### src/rtl/alu_pkg.sv
// alu_pkg: shared ALU function codes, datapath width and multiply-sequencer states
package alu_pkg;
  localparam int XLEN = 32;
  localparam logic [3:0] FN_AND = 4'b0000;
  localparam logic [3:0] FN_OR  = 4'b0001;
  localparam logic [3:0] FN_ADD = 4'b0010;
  localparam logic [3:0] FN_SUB = 4'b0110;
  typedef enum logic [1:0] {IDLE = 2'd0, RUN = 2'd1, DONE = 2'd2} mul_state_t;
endpackage

### src/rtl/alu_mul_seq.sv
// alu_mul_seq: shift-and-add RV32 MUL on the shared ALU; MUL_EARLY_EXIT_EN stops once the remaining multiplier is zero
module alu_mul_seq
  import alu_pkg::*;
#(
  parameter int XLEN_P = alu_pkg::XLEN,
  parameter int CNT_W  = 5
) (
  input  logic              clk,
  input  logic              reset,
  input  logic              start,
  input  logic              kill,
  input  logic [XLEN_P-1:0] op_a,
  input  logic [XLEN_P-1:0] op_b,
  output logic              busy,
  output logic              done,
  output logic [XLEN_P-1:0] result,
  output logic              alu_own,
  output logic [XLEN_P-1:0] alu_in1,
  output logic [XLEN_P-1:0] alu_in2,
  output logic [3:0]        alu_ctrl,
  input  logic [XLEN_P-1:0] alu_out
);
  mul_state_t state, state_nx;
  logic [XLEN_P-1:0] acc, a_reg, b_reg;
  logic [CNT_W-1:0] cnt;
  logic run, last;
  assign run = state == RUN;
`ifdef MUL_EARLY_EXIT_EN
  assign last = cnt == CNT_W'(XLEN_P - 1) || b_reg[XLEN_P-1:1] == '0;
`else
  assign last = cnt == CNT_W'(XLEN_P - 1);
`endif
  // ALU drive is decoded from state only, so an async reset frees the mux immediately
  assign busy     = run;
  assign alu_own  = run;
  assign done     = state == DONE;
  assign alu_in1  = run && b_reg[0] ? a_reg : '0;
  assign alu_in2  = run ? acc : '0;
  assign alu_ctrl = run ? FN_ADD : FN_AND;
  always_comb begin
    state_nx = state;
    case (state)
      IDLE:    state_nx = start && !kill ? RUN : IDLE;
      RUN:     state_nx = kill ? IDLE : last ? DONE : RUN;
      default: state_nx = IDLE;
    endcase
  end
  always_ff @(posedge clk or negedge reset)
    if (!reset) state <= IDLE;
    else state <= state_nx;
  always_ff @(posedge clk or negedge reset)
    if (!reset) begin
      acc    <= '0;
      a_reg  <= '0;
      b_reg  <= '0;
      cnt    <= '0;
      result <= '0;
    end else if (kill) begin
      acc   <= '0;
      a_reg <= '0;
      b_reg <= '0;
      cnt   <= '0;
    end else if (state == IDLE && start) begin
      acc   <= '0;
      a_reg <= op_a;
      b_reg <= op_b;
      cnt   <= '0;
    end else if (run) begin
      acc   <= alu_out;
      a_reg <= a_reg << 1;
      b_reg <= b_reg >> 1;
      cnt   <= cnt + CNT_W'(1);
      if (last) result <= alu_out;
    end
endmodule

### config.mk
export PLATFORM = sky130hd
export DESIGN_NAME = alu_mul_seq
export DESIGN_NICKNAME = d
export VERILOG_FILES = /design/src/rtl/alu_pkg.sv /design/src/rtl/alu_mul_seq.sv
export SDC_FILE = /design/constraint.sdc
export NUM_CORES = 1
export LEC_CHECK = 0
export CAP_MARGIN = 5
export CELL_PAD_IN_SITES_DETAIL_PLACEMENT = 1
export CELL_PAD_IN_SITES_GLOBAL_PLACEMENT = 1
export CORE_AREA = 2 2 130 132
export CTS_CLUSTER_DIAMETER = 120
export CTS_CLUSTER_SIZE = 40
export DETAILED_ROUTE_END_ITERATION = 7
export DIE_AREA = 0 0 132 134
export PLACE_DENSITY_LB_ADDON = 0.1
export SYNTH_ARGS = -nofsm -noshare
export SYNTH_HDL_FRONTEND = slang
export SYNTH_SLANG_ARGS = --single-unit
### constraint.sdc
create_clock -name clk -period 3.1 [get_ports clk]
set_clock_uncertainty 0.15 [all_clocks]
set_input_delay 0.62 -clock clk [delete_from_list [all_inputs] [get_ports clk]]
set_output_delay 0.62 -clock clk [all_outputs]
set_load 0.01 [all_outputs]
Word-level counts from Yosys, hierarchy flattened. Cells that the tools add are included.

Register bits: 135. Latch bits: 0. Bits in writable memories: 0. ROM bits: 0. Bits of input ports: 100. Output and inout port bits: 103. Logic and storage cells: 38. Memories: 0.

$add $sub $neg: 1. $mul: 0. Divide/modulo/power cells: 0. Order comparisons: 0. Eq/ne operators: 3. Shift operators: 0. Mux-type cells: 19. Bitwise operators: 2. Reductions and logical operators: 7.

Operator list (number): $mux 32 (11); $mux 5 (3); $mux 2 (3); $add 5x1->5 const B (1); $eq 5x5->1 const B (1); $pmux 2 s2 (1); $reduce_and 4->1 (1); $logic_and 1x1->1 (3); $reduce_bool 3->1 (1); $eq 2x1->1 const B (1); $eq 2x2->1 const B (1); $logic_not 2->1 (1); $not 1->1 (2); $logic_not 1->1 (1); $mux 1 (1).

Depth between registers and ports, before layout. Gate-level depths: netlist (run 1).

Depth after elaboration: 4. Depth in mapped cells: 7. Gate-level depth less buffers: 5.

Worst setup path before layout (run 1). OpenSTA, ideal clock, no wires.

Path type: reg2out. From: register state[1]. To: output alu_in2[22]. Arrival time: 1.465 ns. Data required time: 2.330 ns. Path slack: 0.865 ns. Stages on the path, launching flop included: 7. Buffers on the path: 3. Cells stage by stage: dfrtp_1 > buf_2 > nand2b_1 > buf_2 > inv_2 > clkbuf_1 > and2_1.

Word-level cells in the longest chain between the ends: 2.

Ends and longest elaborated chain: start: declaration (line alu_mul_seq.sv:23) `mul_state_t state, state_nx;`; start signal: assignment (line alu_mul_seq.sv:50) `else state <= state_nx;`; $eq 2x1->1 (line alu_mul_seq.sv:27) `assign run = state == RUN;`; named net alu_own (line alu_mul_seq.sv:17) `output logic alu_own,`; $mux 32 (line alu_mul_seq.sv:38) `assign alu_in2 = run ? acc : '0;`; end: declaration (line alu_mul_seq.sv:19) `output logic [XLEN_P-1:0] alu_in2,`.

The timed path passes the listed nets, and every way through them passes these cells.

Worst setup path in the final report (run 1).
From: register b_reg[0]. To: output alu_in1[11].

Word-level cells in the longest chain between the ends: 2.

Ends and longest elaborated chain: start: declaration (line alu_mul_seq.sv:24) `logic [XLEN_P-1:0] acc, a_reg, b_reg;`; start signal: assignment (line alu_mul_seq.sv:66) `b_reg <= op_b;`; start signal: assignment (line alu_mul_seq.sv:71) `b_reg <= b_reg >> 1;`; $logic_and 1x1->1 (line alu_mul_seq.sv:37) `assign alu_in1 = run && b_reg[0] ? a_reg : '0;`; $mux 32 (line alu_mul_seq.sv:37); end: declaration (line alu_mul_seq.sv:18) `output logic [XLEN_P-1:0] alu_in1,`.

Every way passes these cells.

==> flow_metrics.env, run 1 <==
export IMPL_achievable_frequency_mhz=333
export IMPL_pwr_share_comb_pct=9.5
export IMPL_synth_async_reset_ratio_pct=100
export IMPL_drv_cap=0
export IMPL_path_class="register to output port"
export IMPL_power_per_cell_area_nw_per_um2=493
export IMPL_post_synth_cell_area_avg_um2=11.2
export IMPL_synth_cell_types=30
export IMPL_p_seq_share_pct=43.3
export IMPL_synth_top_family_by_area="simple AND/OR/NAND/NOR gates"
export IMPL_worstHoldPathType="register to register"
export IMPL_vias=4849
export IMPL_num_rows=47
export IMPL_worst_slew_pin_slew_ns=0.937
export IMPL_min_period_over_period_pct=96.8
export IMPL_core_area_um2=16300
export IMPL_vdd_drop_max_mv=0.418
export IMPL_synth_seq_cells=135
export IMPL_rsz0062_at_grt="no"
export IMPL_fin_nets=823
export IMPL_io_buffers=199
export IMPL_synth_warnings=0
export IMPL_timing_hold_ws_ns=0.333
export IMPL_antenna_left=0
export IMPL_critPathTopFamily="flip-flops"
export IMPL_root_buffer="clkbuf_16"
export IMPL_area_growth_pct=45.9
export IMPL_path_cells="and3_1, clkdlybuf4s50_1"
export IMPL_synth_area_um2=6050
export IMPL_cts_clk_slew_worst_paths_ns=0.06
export IMPL_worst_path_max_delay_cell="dfrtp_1"
export IMPL_p_int_mw=3.35
export IMPL_drt_drc_violations_left=0
export IMPL_avgRoutedWirePerCell_um=18.2
export IMPL_relSlewSlack_pct=37.6
export IMPL_grt_pass1_vias=5298
export IMPL_diodes=0
export IMPL_insertion_delay_ns=0.40
export IMPL_synth_simple_area_share_pct=19.2
export IMPL_layout_drive_gt1_share_pct=6.81
export IMPL_cts_sinks=135
export IMPL_seq_area_frac_synth_pct=55.9
export IMPL_synth_xor_area_share_pct=0.290
export IMPL_final_cell_mix="clkdlybuf4s50_1 (198), dfrtp_1 (135), and2_1 (94)"
export IMPL_synthCells=538
export IMPL_worst_path_buf_inv=1
export IMPL_ios=203
export IMPL_reg2reg_slack_ns=0.97
export IMPL_slew_viol_final=0
export IMPL_fin_tns_setup_ns=0
export IMPL_cp_required_ns=2.33
export IMPL_antenna_found_initial=0
export IMPL_dieArea_um2=17700
export IMPL_gr_total_overflow=0
export IMPL_status="finished, final reports clean"
export IMPL_synth_edf_count=0
export IMPL_cts_buffers=17
export IMPL_cts_tree="yes"
export IMPL_post_cts_resized=0
export IMPL_dieWidth_um=132
export IMPL_synth_mux_area_fraction_pct=5.96
export IMPL_hold_viol_final=0
export IMPL_ys_flop_type="dfrtp_1"
export IMPL_critPathMaxStageDelay_ns=0.95
export IMPL_cp_end_kind="output port"
export IMPL_initial_core_util_pct=37.1
export IMPL_grt_usage_pct=20.0
export IMPL_drt_pre_antenna_iters=4
export IMPL_place_congestion=0.784
export IMPL_switching_share_pct=23.0
export IMPL_via_per_inst=5.08
export IMPL_grt_pass1_wl_um=28300
export IMPL_cp_arrival_ns=2.23
export IMPL_p_clk_share_pct=47.2
export IMPL_start_kind="register"
export IMPL_synthAdderAreaFrac_pct=0.414
export IMPL_die_h_um=134
export IMPL_grt_max_degree=75
export IMPL_path_max_fanout=33
export IMPL_cts_buffer_depth=2
export IMPL_htree_num_levels=4
export IMPL_finalWirelength_um=17400
export IMPL_drt_iter0_markers=273
export IMPL_final_common_cell="clkdlybuf4s50_1"
export IMPL_period_needed_ns=3.00
export IMPL_synth_compound_area_share_pct=13.9
export IMPL_place_hpwl_um=11700
export IMPL_switchingPower_mw=1.00
export IMPL_setup_viol=0
export IMPL_p_leak_nw=4.04
==> metrics by stage <==
step / total power [mW] / util (%) / area [um2] / setup WS (ns) / instances
final: 4.35 / 54.2 / 8820 / 0.0991 / 954
after global routing: 4.55 / 54.2 / 8820 / 0.0103 / 954
after CTS: 4.42 / 54.2 / 8820 / 0.0881 / 954
after detailed placement: 2.33 / 50.4 / 8210 / 0.441 / 921
after global placement: 2.32 / 50.4 / 8210 / 0.499 / 921
after floorplan: 2.07 / - / 6060 / 0.865 / 540
==> worst paths after layout <==
| check | from | endpoint | cells after the start |
|---|---|---|---|
| worst min register to register | result[0]$_DFFE_PN0P_ | result[0]$_DFFE_PN0P_ | 1 |
| max in group asynchronous | reset | b_reg[25]$_DFFE_PN0P_ | 3 |
| worst max register to register | cnt[0]$_DFFE_PN0P_ | result[10]$_DFFE_PN0P_ | 6 |
| worst max-delay path | b_reg[0]$_DFFE_PN0P_ | alu_in1[11] | 2 |
| worst min-delay path | result[0]$_DFFE_PN0P_ | result[0]$_DFFE_PN0P_ | 1 |
| min in group asynchronous | reset | result[3]$_DFFE_PN0P_ | 2 |
==> power by group through the flow <==
stage | combinational, mW | clock [mW] | sequential, mW
final | 0.416 | 2.05 | 1.88
after detailed placement | 0.423 | 0 | 1.91
after floorplan | 0.178 | 0 | 1.89
after CTS | 0.426 | 2.11 | 1.88
after global routing | 0.456 | 2.20 | 1.89
after global placement | 0.410 | 0 | 1.91
==> per-layer routing <==
| metal | share of wire [%] | vias up | global-route usage [%] |
|---|---|---|---|
| met5 | 0 | - | 0 |
| met3 | 4.7 | 16 | 4.61 |
| met2 | 50 | 134 | 33.4 |
| li1 | - | 2267 | - |
| met1 | 44 | 2432 | 25.6 |
| met4 | 1.2 | 0 | 6.64 |
==> cell usage after synthesis, types with 3 or more instances <==
cell        n  area (um2)
nor2_1      3        11.3
dfrtp_1   135        3380
and2_1     95         594
buf_2      19        95.1
a21oi_1    37         185
and3_1     33         206
a221o_1    62         621
mux2_1     32         360
buf_4       6        45.0
buf_6       3        33.8
clkbuf_1   22        82.6
o21ai_0     3        15.0
nand2_1    68         255
==> cell type report <==
class	count	area (um2)
Clock inverter	12	150
Inverter	1	3.75
Clock buffer	20	457
Fill cell	1712	7460
Timing Repair Buffer	213	2140
Multi-Input combinational cell	353	2420
Sequential cell	135	3380
Tap cell	220	275
==> cell families (layout without fill, tap and decap cells) <==
| logic type | count (synthesis) | count (layout) |
|---|---|---|
| flops | 135 | 135 |
| xor+xnor | 2 | 2 |
| compound gates | 104 | 104 |
| buf+inv | 52 | 246 |
| mux | 32 | 32 |
| simple gates | 210 | 210 |
| other cells | 1 | 3 |
| fa+ha+maj | 2 | 2 |
==> timing repair <==
action                                 in CTS  in global routing
hold buffers                                1                  0
buffers inserted                            0                  0
endpoints found under the hold margin       2                  0
Note: power is estimated with default switching activity, not from simulation.
==> run 2, diff against run 1 <==
Settings changed: ABC_AREA from default to 1, CORE_AREA 2 2 130 132 to 2 2 139 141, DIE_AREA 0 0 132 134 to 0 0 141 143.
==> run 2 against run 1 <==
  * Final cell count grew 42%
  * Critical path depth grew 3
  * Routed wire length up 17%
  * Sequential cell count unchanged
  * Largest power group unchanged
==> flow_metrics.env, run 2 <==
export IMPL_status="finished, final reports clean"
export IMPL_drv_cap=0
export IMPL_dieWidth_um=141
export IMPL_layout_drive_gt1_share_pct=4.90
export IMPL_drt_pre_antenna_iters=4
export IMPL_vias=6307
export IMPL_relSlewSlack_pct=52.7
export IMPL_grt_usage_pct=21.1
export IMPL_via_per_inst=4.65
export IMPL_yosysMostFrequentCell="nand2_1"
export IMPL_area_growth_pct=41.6
export IMPL_min_period_over_period_pct=91.6
export IMPL_post_synth_cell_area_avg_um2=7.09
export IMPL_place_congestion=0.742
export IMPL_cp_end_kind="output port"
export IMPL_ys_flop_type="dfrtp_1"
export IMPL_cts_hold_buf=0
export IMPL_cts_buffers=17
export IMPL_drt_iter0_markers=272
export IMPL_cp_required_ns=2.33
export IMPL_achievable_frequency_mhz=352
export IMPL_dieArea_um2=20200
export IMPL_antenna_found_initial=0
export IMPL_ios=203
export IMPL_ys_top_cells_by_area="dfrtp_1 (51%), nand2_1 (27%), nand3_1 (5.1%)"
export IMPL_gr_total_overflow=0
export IMPL_diodes=0
export IMPL_num_rows=50
export IMPL_insertion_delay_ns=0.42
export IMPL_worstHoldPathType="primary input to asynchronous set/reset pin"
export IMPL_synth_top_area_share_pct=51.0
export IMPL_fin_nets=1211
export IMPL_critPathTopFamily="buffers and inverters"
export IMPL_place_hpwl_um=12700
export IMPL_root_buffer="clkbuf_16"
export IMPL_vdd_drop_max_mv=0.380
export IMPL_die_h_um=143
export IMPL_path_max_fanout=45
export IMPL_synth_area_um2=6630
export IMPL_critPathMaxStageDelay_ns=0.57
export IMPL_cp_arrival_ns=2.07
export IMPL_initial_core_util_pct=35.7
export IMPL_antenna_left=0
export IMPL_drt_drc_violations_left=0
export IMPL_synth_cell_types=19
export IMPL_core_area_um2=18600
export IMPL_synth_top_area_cell="dfrtp_1"
export IMPL_cts_tree="yes"
export IMPL_cts_clk_slew_worst_paths_ns=0.07
export IMPL_p_seq_share_pct=41.8
export IMPL_synth_async_reset_ratio_pct=100
export IMPL_cts_buffer_depth=2
export IMPL_start_kind="register"
export IMPL_grt_pass1_wl_um=33800
export IMPL_switching_share_pct=27.9
export IMPL_final_common_cell="nand2_1"
export IMPL_synth_seq_cells=135
export IMPL_final_util_pct=50.5
export IMPL_switchingPower_mw=1.25
export IMPL_p_int_mw=3.23
export IMPL_post_cts_resized=0
export IMPL_synth_warnings=0
export IMPL_path_cells="inv_1, nand2_2, buf_4, nor2_1, clkdlybuf4s50_1"
export IMPL_slew_viol_final=0
export IMPL_pwr_share_comb_pct=12.5
export IMPL_finalWirelength_um=20200
export IMPL_hold_viol_final=0
export IMPL_p_clk_share_pct=45.6
export IMPL_rsz0062_at_grt="no"
export IMPL_grt_pass1_vias=6566
export IMPL_worst_slew_pin_slew_ns=0.709
export IMPL_final_cell_mix="nand2_1 (484), clkdlybuf4s50_1 (197), dfrtp_1 (135)"
export IMPL_power_per_cell_area_nw_per_um2=477
export IMPL_worst_path_buf_inv=3
export IMPL_synth_edf_count=0
export IMPL_seq_area_frac_synth_pct=51.0
export IMPL_setup_viol=0
export IMPL_io_buffers=199
export IMPL_worst_path_max_delay_cell="clkdlybuf4s50_1"
export IMPL_synthCells=935
export IMPL_p_leak_nw=4.58
export IMPL_ys_top_cells_by_count="nand2_1 (485), dfrtp_1 (135), nor2_1 (72), inv_1 (70), nand3_1 (67)"
export IMPL_post_cts_setup_buffers=0
export IMPL_htree_num_levels=4
export IMPL_cts_sinks=135
export IMPL_period_needed_ns=2.84
export IMPL_path_class="register to output port"
export IMPL_fin_tns_setup_ns=0
export IMPL_grt_max_degree=69
export IMPL_avgRoutedWirePerCell_um=14.9
-- run 2: power by group through the flow --
stage	Combinational [mW]	Sequential, mW	Clock (mW)
finish	0.560	1.87	2.04
global route	0.634	1.88	2.17
CTS	0.574	1.87	2.11
detailed placement	0.569	1.90	0
global placement	0.564	1.90	0
floorplan	0.291	1.89	0
-- run 2: area by class of cell --
cell class | count | area, um2
repair buffers | 214 | 2150
multi-input cells | 670 | 2700
flip-flops and latches | 135 | 3380
inverters | 71 | 267
well taps | 234 | 293
clock inverters | 14 | 154
fillers | 2300 | 9200
clock buffers | 18 | 439
-- run 2: path summary, 6_finish.rpt --
path	to	depth (start not counted)	startpoint	slack, ns
max reg2reg	result[8]$_DFFE_PN0P_	8	cnt[0]$_DFFE_PN0P_	1.14
min in group clk	result[30]$_DFFE_PN0P_	2	result[30]$_DFFE_PN0P_	0.33
max	alu_in2[7]	5	state[1]$_DFF_PN0_	0.26
max in group asynchronous	state[0]$_DFF_PN0_	2	reset	2.00
min reg2reg	result[30]$_DFFE_PN0P_	2	result[30]$_DFFE_PN0P_	0.33
min	b_reg[7]$_DFFE_PN0P_	1	reset	0.05
-- run 2: per-stage QoR --
| step | std cells | total power [mW] | worst slack, ns | instance area (um2) | hold WS [ns] |
|---|---|---|---|---|---|
| final | 1356 | 4.48 | 0.262 | 9390 | 0.0509 |
| after floorplan | 937 | 2.18 | 0.982 | 6640 | 0.174 |
| after detailed placement | 1324 | 2.47 | 0.683 | 8790 | 0.315 |
| after global placement | 1324 | 2.47 | 0.709 | 8790 | 0.307 |
| after CTS | 1356 | 4.56 | 0.224 | 9390 | 0.0733 |
| after global routing | 1356 | 4.68 | 0.0963 | 9390 | 0.0909 |
-- run 2: cell families (layout without fill, tap and decap cells) --
kind of cell	after synthesis	count (layout)	share of synthesized area (%)
compound gates	37	37	3.04
xor+xnor	1	1	0.132
fa+ha+maj	2	2	0.377
buf+inv	132	317	8.40
flops	135	135	51.0
other cells	1	3	0.0566
simple gates	627	627	37.0
-- run 2: per-layer routing --
metal	vias to the layer above	track usage, %	share of wire, %
met5	-	0	0
met4	0	4.42	0.70
met3	13	7.08	6.7
met2	150	35.5	47
met1	2995	26.6	45
li1	3149	-	-
==> run 3, diff against run 2 <==
Settings changed: CORE_AREA 2 2 139 141 to 2 2 145 147, DIE_AREA 0 0 141 143 to 0 0 147 149.
Clock period 3.1 ns to 3.2 ns, I/O delays scaled along.
==> run 3 against run 2 <==
  * Sequential share of layout area about the same
  * Largest power group is now registers
  * Combinational power decreased by 2%
  * Final cell count rose by 3.0%
  * Sequential power shrank 3%
  * Worst setup slack worse by 0.051 ns
  * Clock power shrank 12%
  * Die area up 8.6%
  * Global-route usage shrank 1.8 points
  * Critical path depth stayed put
  * Routed wire length up 1.6%
  * Cell area about the same
  * Sequential cell count stayed put
==> flow_metrics.env, run 3 (synthesis results as in run 2) <==
export IMPL_status="finished, final reports clean"
export IMPL_fin_tns_setup_ns=0
export IMPL_grt_max_degree=72
export IMPL_cp_arrival_ns=2.20
export IMPL_insertion_delay_ns=0.42
export IMPL_seq_area_um2=3380
export IMPL_rr_worst_depth=8
export IMPL_cts_buffers=17
export IMPL_final_fill_count=2543
export IMPL_drv_cap=0
export IMPL_num_rows=53
export IMPL_vdd_drop_max_mv=0.369
export IMPL_worstHoldPathType="register to register"
export IMPL_setup_viol=0
export IMPL_critPathMaxStageDelay_ns=0.59
export IMPL_die_h_um=149
export IMPL_cp_end_kind="output port"
export IMPL_io_buffers=199
export IMPL_hold_viol_final=0
export IMPL_area_growth_pct=41.5
export IMPL_antenna_left=0
export IMPL_timing_hold_ws_ns=0.328
export IMPL_initial_core_util_pct=32.2
export IMPL_ios=203
export IMPL_vias=6368
export IMPL_met2WireLength_um=9300
export IMPL_cts_buffer_depth=2
export IMPL_core_area_um2=20600
export IMPL_slew_viol_final=0
export IMPL_finalWirelength_um=20600
export IMPL_design_area_um2=9380
export IMPL_grt_usage_pct=19.3
export IMPL_via_per_inst=4.56
export IMPL_worstReg2RegStart="state[1]$_DFF_PN0_"
export IMPL_avgRoutedWirePerCell_um=14.7
export IMPL_fin_nets=1211
export IMPL_multi_input_area_um2=2700
export IMPL_routed_top_layer="met4"
export IMPL_rr_endpoint="result[13]$_DFFE_PN0P_"
export IMPL_layout_drive_gt1_share_pct=4.64
export IMPL_path_cells="inv_1, nand2_2, buf_4, nor2_1, clkdlybuf4s50_1"
export IMPL_cts_sinks=135
export IMPL_relSlewSlack_pct=48.4
export IMPL_power_per_cell_area_nw_per_um2=443
export IMPL_wl_met1_um=9670
export IMPL_gr_total_overflow=0
export IMPL_root_buffer="clkbuf_16"
export IMPL_achievable_frequency_mhz=335
export IMPL_grt_pass1_wl_um=33800
export IMPL_placed_cell_area_um2=8840
export IMPL_worst_slew_pin_slew_ns=0.775
export IMPL_grt_pass1_vias=6490
export IMPL_place_hpwl_um=13200
export IMPL_path_class="register to output port"
export IMPL_cts_clk_slew_worst_paths_ns=0.06
export IMPL_drt_drc_violations_left=0
export IMPL_dieArea_um2=21900
export IMPL_min_from="b_reg[16]$_DFFE_PN0P_"
export IMPL_cts_tree="yes"
export IMPL_antenna_found_initial=1
export IMPL_cp_required_ns=2.41
export IMPL_p_leak_nw=4.53
export IMPL_rsz0062_at_grt="no"
export IMPL_final_cell_mix="nand2_1 (484), clkdlybuf4s50_1 (197), dfrtp_1 (135)"
export IMPL_hold_depth=2
export IMPL_dieWidth_um=147
export IMPL_min_to="b_reg[16]$_DFFE_PN0P_"
export IMPL_min_period_over_period_pct=93.4
export IMPL_period_needed_ns=2.99
export IMPL_drt_iter0_markers=244
export IMPL_htree_num_levels=4
export IMPL_reg2reg_slack_ns=0.89
export IMPL_worst_path_max_delay_cell="buf_4"
export IMPL_start_kind="register"
export IMPL_place_congestion=0.710
export IMPL_wl_met3_um=1310
export IMPL_drt_pre_antenna_iters=4
export IMPL_path_max_fanout=71
export IMPL_final_common_cell="nand2_1"
==> run 3: what timing repair did <==
item,in CTS,in global routing
gates resized for setup,0,0
hold buffers,1,0
setup buffers,0,0
endpoints found under the hold margin,32,0
==> run 3: how the worst max path moves through the flow <==
stage	start	endpoint	slack, ns
CTS	state[1]$_DFF_PN0_	alu_in2[18]	0.16
floorplan	state[1]$_DFF_PN0_	alu_in1[10]	1.06
finish	state[1]$_DFF_PN0_	alu_in2[18]	0.21
global route	state[1]$_DFF_PN0_	alu_in2[1]	0.02
detailed placement	state[1]$_DFF_PN0_	alu_in2[4]	0.63
global placement	state[1]$_DFF_PN0_	alu_in2[4]	0.63
==> run 3: through the flow <==
step | cells | util [%] | power (mW) | worst slack, ns
finish | 1397 | 45.6 | 4.15 | 0.211
global route | 1397 | 45.6 | 4.35 | 0.0150
CTS | 1396 | 45.6 | 4.21 | 0.159
floorplan | 937 | - | 2.12 | 1.06
detailed placement | 1364 | 43.0 | 2.40 | 0.632
global placement | 1364 | 43.0 | 2.40 | 0.634
==> run 3: area by class of cell <==
class / instances / share of cell area [%]
clock buffer: 18 / 4.58
antenna: 1 / 0.0267
sequential: 135 / 36.0
multi-input combinational: 670 / 28.8
clock inverter: 13 / 1.09
timing repair buffer: 214 / 23.0
tap: 275 / 3.67
inverter: 71 / 2.84
==> run 3: worst max-delay path: cells and delay by family, from the launching register on <==
family,cells,cell delay (ns)
flops,1,0.38
buf+inv,3,1.18
simple gates,2,0.17
==> run 3: report_power, final <==
| part | internal, mW | switching [mW] |
|---|---|---|
| registers | 1.77 | 0.0424 |
| logic | 0.228 | 0.318 |
| clock network | 0.993 | 0.799 |
==> run 3: routing by layer <==
metal / vias up / track usage [%]
met1: 3052 / 24.9
met4: 0 / 5.87
met2: 142 / 31.9
li1: 3154 / -
met3: 20 / 5.41
met5: - / 0
